[src/rtl/inference_controller_pkg.sv]
// Shared types and default sizing for the inference controller.
package inference_controller_pkg;

    localparam int DEF_IMAGE_SIZE     = 256;
    localparam int DEF_NEURON_BITS    = 8;
    localparam int DEF_TIMEOUT_CYCLES = 65535;

    typedef enum logic [2:0] {
        IDLE,
        CLEAR,
        LOAD,
        SORT,
        STREAM,
        DRAIN
    } ctrl_state_t;

endpackage

[src/rtl/inference_controller_if.sv]
// Host / encoder / core signals seen by the inference controller.
// Suffixes are from the controller's point of view.
interface inference_controller_if #(
    parameter int NEURON_BITS     = inference_controller_pkg::DEF_NEURON_BITS,
    parameter int IMAGE_SIZE_BITS = $clog2(inference_controller_pkg::DEF_IMAGE_SIZE)
);
    logic                   start_i;
    logic                   busy_o;
    logic                   core_clear_o;
    logic                   new_image_o;
    logic                   encoder_rdy_i;
    logic                   aerin_req_i;
    logic                   aerin_ack_i;
    logic                   core_spike_valid_i;
    logic [NEURON_BITS-1:0] core_spike_id_i;
    logic                   first_inference_done_o;
    logic                   result_valid_o;
    logic [NEURON_BITS-1:0] result_id_o;
    logic                   result_timeout_o;
    logic [IMAGE_SIZE_BITS:0] event_count_o;

    // Controller side
    modport slave (
        input  start_i, encoder_rdy_i, aerin_req_i, aerin_ack_i,
               core_spike_valid_i, core_spike_id_i,
        output busy_o, core_clear_o, new_image_o, first_inference_done_o,
               result_valid_o, result_id_o, result_timeout_o, event_count_o
    );

    // Host / environment side
    modport master (
        output start_i, encoder_rdy_i, aerin_req_i, aerin_ack_i,
               core_spike_valid_i, core_spike_id_i,
        input  busy_o, core_clear_o, new_image_o, first_inference_done_o,
               result_valid_o, result_id_o, result_timeout_o, event_count_o
    );
endinterface

[src/rtl/inference_controller_aer_monitor.sv]
// Snoops the AER input link: counts accepted events (ACK rising edge while
// REQ is high), saturating at IMAGE_SIZE, and reports when the link is idle.
module aer_event_monitor #(
    parameter int IMAGE_SIZE = 256,
    parameter int CNT_BITS   = $clog2(IMAGE_SIZE) + 1
) (
    input  logic                clk_i,
    input  logic                rst_i,
    input  logic                clr_i,
    input  logic                en_i,
    input  logic                aerin_req_i,
    input  logic                aerin_ack_i,
    output logic [CNT_BITS-1:0] count_o,
    output logic                link_idle_o
);
    logic                ack_q;
    logic [CNT_BITS-1:0] count_q;
    logic [CNT_BITS-1:0] count_d;
    logic                ack_rise;

    assign ack_rise    = aerin_ack_i & ~ack_q;
    assign link_idle_o = ~aerin_req_i & ~aerin_ack_i;
    assign count_o     = count_q;

    // Next event count: clear wins, otherwise count edges until saturated
    always_comb begin
        // NOTE: assign every always_comb output a default first so no path leaves it unassigned (a latch).
        count_d = count_q;
        if (clr_i) begin
            count_d = '0;
        end else if (en_i && aerin_req_i && ack_rise && (count_q != CNT_BITS'(IMAGE_SIZE))) begin
            count_d = count_q + 1'b1;
        end
    end

    // ACK history for edge detection and the event counter register
    always_ff @(posedge clk_i or posedge rst_i) begin
        // NOTE: registers use non-blocking (<=) so every flop samples pre-edge values; blocking here would race.
        if (rst_i) begin
            ack_q   <= 1'b0;
            count_q <= '0;
        end else begin
            ack_q   <= aerin_ack_i;
            count_q <= count_d;
        end
    end
endmodule

[src/rtl/inference_controller.sv]
// Sequences one inference per START: clear core, launch encoder, wait for
// sort, stream until first output spike or timeout, then drain the AER link.
module inference_controller
    import inference_controller_pkg::*;
#(
    parameter int IMAGE_SIZE      = DEF_IMAGE_SIZE,
    parameter int IMAGE_SIZE_BITS = $clog2(IMAGE_SIZE),
    parameter int NEURON_BITS     = DEF_NEURON_BITS,
    parameter int TIMEOUT_CYCLES  = DEF_TIMEOUT_CYCLES,
    parameter int TIMEOUT_BITS    = $clog2(TIMEOUT_CYCLES + 1)
) (
    input  logic                  clk_i,
    input  logic                  rst_i,
    inference_controller_if.slave ctl
);
    logic rst_meta_q;
    logic rst_sync_q;

    ctrl_state_t             state_q, state_d;
    logic [TIMEOUT_BITS-1:0] tmo_cnt_q, tmo_cnt_d;
    logic [NEURON_BITS-1:0]  result_id_q, result_id_d;
    logic                    result_timeout_q, result_timeout_d;
    logic                    result_valid_q, result_valid_d;
    logic                    fid_q, fid_d;
    logic                    core_clear;
    logic                    new_image;
    logic                    evt_clr;
    logic                    evt_en;
    logic                    link_idle;
    logic [IMAGE_SIZE_BITS:0] evt_count;

    // Reset takes effect immediately but is released on a clock edge
    always_ff @(posedge clk_i or posedge rst_i) begin
        if (rst_i) begin
            rst_meta_q <= 1'b1;
            rst_sync_q <= 1'b1;
        end else begin
            rst_meta_q <= 1'b0;
            rst_sync_q <= rst_meta_q;
        end
    end

    aer_event_monitor #(
        .IMAGE_SIZE (IMAGE_SIZE),
        .CNT_BITS   (IMAGE_SIZE_BITS + 1)
    ) u_aer_mon (
        .clk_i       (clk_i),
        .rst_i       (rst_sync_q),
        .clr_i       (evt_clr),
        .en_i        (evt_en),
        .aerin_req_i (ctl.aerin_req_i),
        .aerin_ack_i (ctl.aerin_ack_i),
        .count_o     (evt_count),
        .link_idle_o (link_idle)
    );

    // Next-state, strobes and result updates; spike takes priority over timeout
    always_comb begin
        state_d          = state_q;
        tmo_cnt_d        = tmo_cnt_q;
        result_id_d      = result_id_q;
        result_timeout_d = result_timeout_q;
        result_valid_d   = 1'b0;
        fid_d            = fid_q;
        core_clear       = 1'b0;
        new_image        = 1'b0;
        evt_clr          = 1'b0;
        evt_en           = 1'b0;
        case (state_q)
            IDLE: begin
                if (ctl.start_i) state_d = CLEAR;
            end
            CLEAR: begin
                core_clear       = 1'b1;
                evt_clr          = 1'b1;
                fid_d            = 1'b0;
                result_id_d      = '0;
                result_timeout_d = 1'b0;
                state_d          = LOAD;
            end
            LOAD: begin
                new_image = 1'b1;
                state_d   = SORT;
            end
            SORT: begin
                if (ctl.encoder_rdy_i) begin
                    tmo_cnt_d = '0;
                    state_d   = STREAM;
                end
            end
            STREAM: begin
                evt_en    = 1'b1;
                tmo_cnt_d = tmo_cnt_q + 1'b1;
                if (ctl.core_spike_valid_i) begin
                    result_id_d    = ctl.core_spike_id_i;
                    result_valid_d = 1'b1;
                    fid_d          = 1'b1;
                    state_d        = DRAIN;
                end else if (tmo_cnt_q == TIMEOUT_BITS'(TIMEOUT_CYCLES - 1)) begin
                    result_timeout_d = 1'b1;
                    result_valid_d   = 1'b1;
                    fid_d            = 1'b1;
                    state_d          = DRAIN;
                end
            end
            DRAIN: begin
                if (link_idle) state_d = IDLE;
            end
            default: state_d = IDLE;
        endcase
    end

    // State, timeout counter and result registers
    always_ff @(posedge clk_i or posedge rst_sync_q) begin
        if (rst_sync_q) begin
            state_q          <= IDLE;
            tmo_cnt_q        <= '0;
            result_id_q      <= '0;
            result_timeout_q <= 1'b0;
            result_valid_q   <= 1'b0;
            fid_q            <= 1'b0;
        end else begin
            state_q          <= state_d;
            tmo_cnt_q        <= tmo_cnt_d;
            result_id_q      <= result_id_d;
            result_timeout_q <= result_timeout_d;
            result_valid_q   <= result_valid_d;
            fid_q            <= fid_d;
        end
    end

    assign ctl.busy_o                 = (state_q != IDLE);
    assign ctl.core_clear_o           = core_clear;
    assign ctl.new_image_o            = new_image;
    assign ctl.first_inference_done_o = fid_q;
    assign ctl.result_valid_o         = result_valid_q;
    assign ctl.result_id_o            = result_id_q;
    assign ctl.result_timeout_o       = result_timeout_q;
    assign ctl.event_count_o          = evt_count;
endmodule

[src/flat_wrapper.sv]
// flat-port wrapper written by rule: the top's interface ports become plain ports
module inference_controller_flat import inference_controller_pkg::*;
#(
    parameter int IMAGE_SIZE      = DEF_IMAGE_SIZE,
    parameter int IMAGE_SIZE_BITS = $clog2(IMAGE_SIZE),
    parameter int NEURON_BITS     = DEF_NEURON_BITS,
    parameter int TIMEOUT_CYCLES  = DEF_TIMEOUT_CYCLES,
    parameter int TIMEOUT_BITS    = $clog2(TIMEOUT_CYCLES + 1)
)
  (clk_i, rst_i, ctl_start_i, ctl_encoder_rdy_i, ctl_aerin_req_i, ctl_aerin_ack_i, ctl_core_spike_valid_i, ctl_core_spike_id_i, ctl_busy_o, ctl_core_clear_o, ctl_new_image_o, ctl_first_inference_done_o, ctl_result_valid_o, ctl_result_id_o, ctl_result_timeout_o, ctl_event_count_o);
  inference_controller_if #(.NEURON_BITS(NEURON_BITS), .IMAGE_SIZE_BITS(IMAGE_SIZE_BITS)) ctl_i ();
  input  logic clk_i;
  input  logic rst_i;
  input wire logic [$bits(ctl_i.start_i)-1:0] ctl_start_i;
  input wire logic [$bits(ctl_i.encoder_rdy_i)-1:0] ctl_encoder_rdy_i;
  input wire logic [$bits(ctl_i.aerin_req_i)-1:0] ctl_aerin_req_i;
  input wire logic [$bits(ctl_i.aerin_ack_i)-1:0] ctl_aerin_ack_i;
  input wire logic [$bits(ctl_i.core_spike_valid_i)-1:0] ctl_core_spike_valid_i;
  input wire logic [$bits(ctl_i.core_spike_id_i)-1:0] ctl_core_spike_id_i;
  output wire logic [$bits(ctl_i.busy_o)-1:0] ctl_busy_o;
  output wire logic [$bits(ctl_i.core_clear_o)-1:0] ctl_core_clear_o;
  output wire logic [$bits(ctl_i.new_image_o)-1:0] ctl_new_image_o;
  output wire logic [$bits(ctl_i.first_inference_done_o)-1:0] ctl_first_inference_done_o;
  output wire logic [$bits(ctl_i.result_valid_o)-1:0] ctl_result_valid_o;
  output wire logic [$bits(ctl_i.result_id_o)-1:0] ctl_result_id_o;
  output wire logic [$bits(ctl_i.result_timeout_o)-1:0] ctl_result_timeout_o;
  output wire logic [$bits(ctl_i.event_count_o)-1:0] ctl_event_count_o;
  assign ctl_i.start_i = ctl_start_i;
  assign ctl_i.encoder_rdy_i = ctl_encoder_rdy_i;
  assign ctl_i.aerin_req_i = ctl_aerin_req_i;
  assign ctl_i.aerin_ack_i = ctl_aerin_ack_i;
  assign ctl_i.core_spike_valid_i = ctl_core_spike_valid_i;
  assign ctl_i.core_spike_id_i = ctl_core_spike_id_i;
  assign ctl_busy_o = ctl_i.busy_o;
  assign ctl_core_clear_o = ctl_i.core_clear_o;
  assign ctl_new_image_o = ctl_i.new_image_o;
  assign ctl_first_inference_done_o = ctl_i.first_inference_done_o;
  assign ctl_result_valid_o = ctl_i.result_valid_o;
  assign ctl_result_id_o = ctl_i.result_id_o;
  assign ctl_result_timeout_o = ctl_i.result_timeout_o;
  assign ctl_event_count_o = ctl_i.event_count_o;
  inference_controller #(.IMAGE_SIZE(IMAGE_SIZE), .IMAGE_SIZE_BITS(IMAGE_SIZE_BITS), .NEURON_BITS(NEURON_BITS), .TIMEOUT_CYCLES(TIMEOUT_CYCLES), .TIMEOUT_BITS(TIMEOUT_BITS)) u_core (.clk_i(clk_i), .rst_i(rst_i), .ctl(ctl_i));
endmodule
[config.mk]
export PLATFORM = sky130hd
export DESIGN_NAME = inference_controller_flat
export DESIGN_NICKNAME = d
export VERILOG_FILES = /design/src/rtl/inference_controller_pkg.sv /design/src/rtl/inference_controller_if.sv /design/src/rtl/inference_controller_aer_monitor.sv /design/src/rtl/inference_controller.sv /design/src/flat_wrapper.sv
export SDC_FILE = /design/constraint.sdc
export NUM_CORES = 1
export LEC_CHECK = 0
export ABC_AREA = 1
export BUFFER_PORTS_ARGS = -buffer_cell sky130_fd_sc_hd__buf_2
export CORE_MARGIN = 1
export CORE_UTILIZATION = 51
export DETAILED_ROUTE_END_ITERATION = 6
export PLACE_DENSITY = 0.83
export SKIP_LAST_GASP = 1
export SYNTH_ARGS = -nofsm -noshare
export SYNTH_HDL_FRONTEND = slang
export SYNTH_HIERARCHICAL = 1
export SYNTH_SLANG_ARGS = --single-unit
[constraint.sdc]
create_clock -name clk_i -period 1.1 [get_ports clk_i]
set_clock_uncertainty 0.2 [all_clocks]
set_input_delay 0.11 -clock clk_i [delete_from_list [all_inputs] [get_ports clk_i]]
set_output_delay 0.11 -clock clk_i [all_outputs]
set_load 0.005 [all_outputs]
==> results_tabular.tex <==
\begin{tabular}{lr}
\hline
Metric & Value \\
\hline
\multicolumn{2}{l}{\textbf{Timing}} \\
Final period utilization & 177\% \\
Maximum achievable frequency & around 0.51 GHz \\
Setup repair after global routing missed its margin & yes \\
Post-Route Hold Slack & roughly 0.072 ns \\
Number of endpoints with negative hold slack in the final report & 0 \\
Total count of max-transition violations in the final report & 0 \\
Smallest setup slack after layout & -0.850 ns \\
Final setup violation count & between 60 and 70 \\
Post-layout min period & a little under 2 ns \\
\multicolumn{2}{l}{\textbf{Synthesis}} \\
Gate Count Post-Synth & between 300 and 400 \\
Share of the yosys chip area belonging to registers & about 43\% \\
\#FFs+latches synth & 42 \\
Number of warning messages in the yosys log & 6 \\
Post-Syn Area & approximately 2400 µm² \\
Average footprint of a synthesized cell & between 7 and 8 µm² \\
Number of unique standard cell types used by synthesis & 35 \\
Net Count, Synth & around 340 \\
\multicolumn{2}{l}{\textbf{Critical path}} \\
Endpoint of the worst register-to-register path & u\_core/ctl.result\_timeout\_o \\
Maximum net fanout on the critical path & 3 \\
Required time of the critical path & around 1.1 ns \\
CP peak stage delay & 0.44 ns \\
Highest-delay cell along the critical path & dfrtp\_1 \\
Type of element launching the critical path & flip-flop \\
Arrival time of data at the critical path endpoint & 1.96 ns \\
Cells along the critical path & nand2\_1 -> nor2\_1 -> nand3\_1 -> nor2\_4 -> nand3\_2 -> a21oi\_2 \\
Critical R2R Launch & u\_core/tmo\_cnt\_q[6] \\
Origin of the worst setup path & u\_core/tmo\_cnt\_q[6] \\
Kind of capture point of the worst setup path & flip-flop \\
Slack of the worst reg-to-reg path & -0.85 ns \\
Crit Path Category & flip-flop to flip-flop \\
Worst Reg-to-Reg Cells & 6 \\
\multicolumn{2}{l}{\textbf{Floorplan}} \\
Number of top-level design ports & 38 \\
Starting density of the core & a little over half \\
DIE WIDTH & a little over 70 µm \\
Vertical die dimension & $\sim$70 µm \\
Num rows & 24 \\
Die Footprint & approximately 5000 µm² \\
Area of the core region & about 4400 µm² \\
\multicolumn{2}{l}{\textbf{Power}} \\
Worst vdd ir & $\sim$0.0015 V \\
Power Total & just over 8000 µW \\
Leakage power total & 0.00207 µW \\
Total power divided by cell area & 1950 nW/µm² \\
\multicolumn{2}{l}{\textbf{Clock network}} \\
Count of H-tree levels built during CTS & 2 \\
CTS buffer count & 5 \\
Clock sink count & 42 \\
CTS max path bufs & 2 \\
Clock-pin transition on the worst setup and hold timing paths & approximately 0.10 ns \\
Root buffer selected by CTS & clkbuf\_8 \\
CTS tree & yes \\
Clock latency at the later pin of the worst-skew pair & $\sim$0.32 ns \\
\multicolumn{2}{l}{\textbf{Routing}} \\
Length of routed met3 wiring & $\sim$1700 µm \\
Average detailed-routed wire length per instance & approximately 26 µm \\
Overall routed net length & around 13000 µm \\
Met2 Wirelength & 5820 µm \\
Metal1 wirelength & about 4000 µm \\
Number of detailed-routing iterations run before antenna repair & 7 \\
Via/cell ratio & between 6 and 7 \\
Routed via count & about 3500 \\
Drt drc & just over 40 \\
Highest routed layer & met4 \\
Remaining antenna violation count & 0 \\
Initial DRC Count & 491 \\
\multicolumn{2}{l}{\textbf{Status}} \\
Violations in the final reports & DRC, setup timing \\
Outcome & finished, violations left \\
\multicolumn{2}{l}{\textbf{Placement}} \\
Total placed cells including tap cells & approximately 450 \\
Detailed placement HPWL & roughly 4400 µm \\
Pre-CTS worst setup slack & -0.564 ns \\
Port Buffer Count & 37 \\
Placer congestion estimate & 0.850 \\
\multicolumn{2}{l}{\textbf{Global routing}} \\
Global-route wire length before repair & about 14000 µm \\
Global routing usage summed across all routing layers & 37.9\% \\
Maximum number of pins on one net before global-route repair & 23 \\
Vias in the first global route & approximately 3100 \\
Grt total ovfl & 0 \\
Initial antenna violation count & 0 \\
\multicolumn{2}{l}{\textbf{Finish}} \\
Share of layout cells above drive strength 1 & 55.5\% \\
Number of non-filler instances in the completed layout & between 500 and 600 \\
\# diodes & 0 \\
Total Nets Final & around 480 \\
Most frequent cells in the layout & 65 x buf\_4, 57 x nand2\_1, 35 x dfrtp\_1, 34 x inv\_1, 30 x buf\_2 \\
Synthesis-to-layout area growth & 74.3\% \\
Post-Route Utilization & 95.0\% \\
Most common library cell in the layout ignoring fill and taps & buf\_4 \\
Layout filler cell count & 120 \\
\multicolumn{2}{l}{\textbf{Run}} \\
Max\_cap viols & 0 \\
\multicolumn{2}{l}{\textbf{Worst hold path}} \\
Type of the tightest min-delay check & flip-flop to async pin \\
\hline
\end{tabular}
-- cell usage after synthesis, drive strengths merged --
| cell | n | area (µm²) |
|---|---|---|
| nand2 | 93 | 373 |
| inv | 50 | 190 |
| dfrtp | 40 | 1000 |
| nor2 | 40 | 196 |
| nand3 | 33 | 180 |
| o21ai | 23 | 134 |
| nand4 | 6 | 43.8 |
| a21oi | 5 | 25.0 |
| buf | 5 | 45.0 |
| ha | 4 | 50.1 |
| a31oi | 3 | 18.8 |
| nor3 | 3 | 26.3 |
| a2bb2oi | 2 | 23.8 |
| dfstp | 2 | 52.6 |
| o211ai | 2 | 15.0 |
| o21bai | 2 | 15.0 |
| or2 | 2 | 12.5 |
| conb | 1 | 3.75 |
| nand3b | 1 | 7.51 |
| xor2 | 1 | 8.76 |
-- worst max-delay path, delay by kind of cell (launching register included) --
kind / cells / cell delay (ns)
flops: 1 / 0.44
compound gates: 1 / 0.27
simple gates: 5 / 0.91
-- worst max path at each step --
stage / endpoint / depth (start not counted)
detailed placement: u_core/u_aer_mon/count_o[5] / 8
floorplan: u_core/u_aer_mon/count_o[5] / 9
finish: u_core/ctl.result_timeout_o / 6
CTS: ctl_core_clear_o / 6
global route: u_core/u_aer_mon/count_o[4] / 11
global placement: u_core/u_aer_mon/count_o[8] / 8
-- power by group --
part	internal, µW	total, µW	switching (µW)
Clock	448	1100	656
Sequential	1910	2360	448
Combinational	2230	4760	2530
-- routing by layer --
metal  track usage, %  up-vias
li1                 -     1304
met1             40.6     1610
met2             67.0      407
met3             8.97      196
met4             24.4        0
met5                0        -
-- cell families (layout without fill, tap and decap cells) --
kind of cell               after synthesis  count (layout)  synth area share, %
buffers and inverters                   55             201                 9.71
xor gates and xnor gates                 1               1                0.362
other                                    1               1                0.155
and+or+nand+nor                        178             179                 34.7
DFF                                     42              42                 43.5
adders and majority gates                4               4                 2.07
AOI/OAI and AO/OA                       37              37                 9.56
-- layout make-up --
class | count | area [µm²] | area share, %
inverter | 50 | 201 | 4.77
timing repair buffer | 143 | 1270 | 30.2
clock buffer | 5 | 68.8 | 1.63
multi-input combinational | 222 | 1530 | 36.3
tap | 52 | 65.1 | 1.54
clock inverter | 3 | 21.3 | 0.504
sequential | 42 | 1060 | 25.1
-- state kept, by name (all words and copies together) (netlist names) --
| name | cells |
|---|---|
| u_core/ctl.result_valid_o | 1 |
| u_core/rst_sync_q | 1 |
| u_core/ctl.result_timeout_o | 1 |
| u_core/u_aer_mon/ack_q | 1 |
| u_core/rst_meta_q | 1 |
| u_core/tmo_cnt_q | 16 |
| u_core/ctl.first_inference_done_o | 1 |
| u_core/u_aer_mon/count_o | 9 |
| u_core/state_q | 3 |
| u_core/ctl.result_id_o | 8 |
-- repair_timing --
item / 4_1_cts / 5_1_grt
setup endpoints to repair: 62 / 62
hold buffers: 11 / 0
gates resized for setup: 50 / 104
gates cloned: 3 / 1
hold endpoints to repair: 13 / 0
pin swaps: 18 / 31
setup buffers: 21 / 22
-- per-stage QoR --
step / instance area [µm²] / setup TNS (ns)
after CTS: 3720 / -20.50
after detailed placement: 3090 / -18.59
after floorplan: 2460 / -14.92
after global routing: 4220 / -29.54
after global placement: 3090 / -17.09
final: 4220 / -28.33
Power figures use the tool's default switching activity.
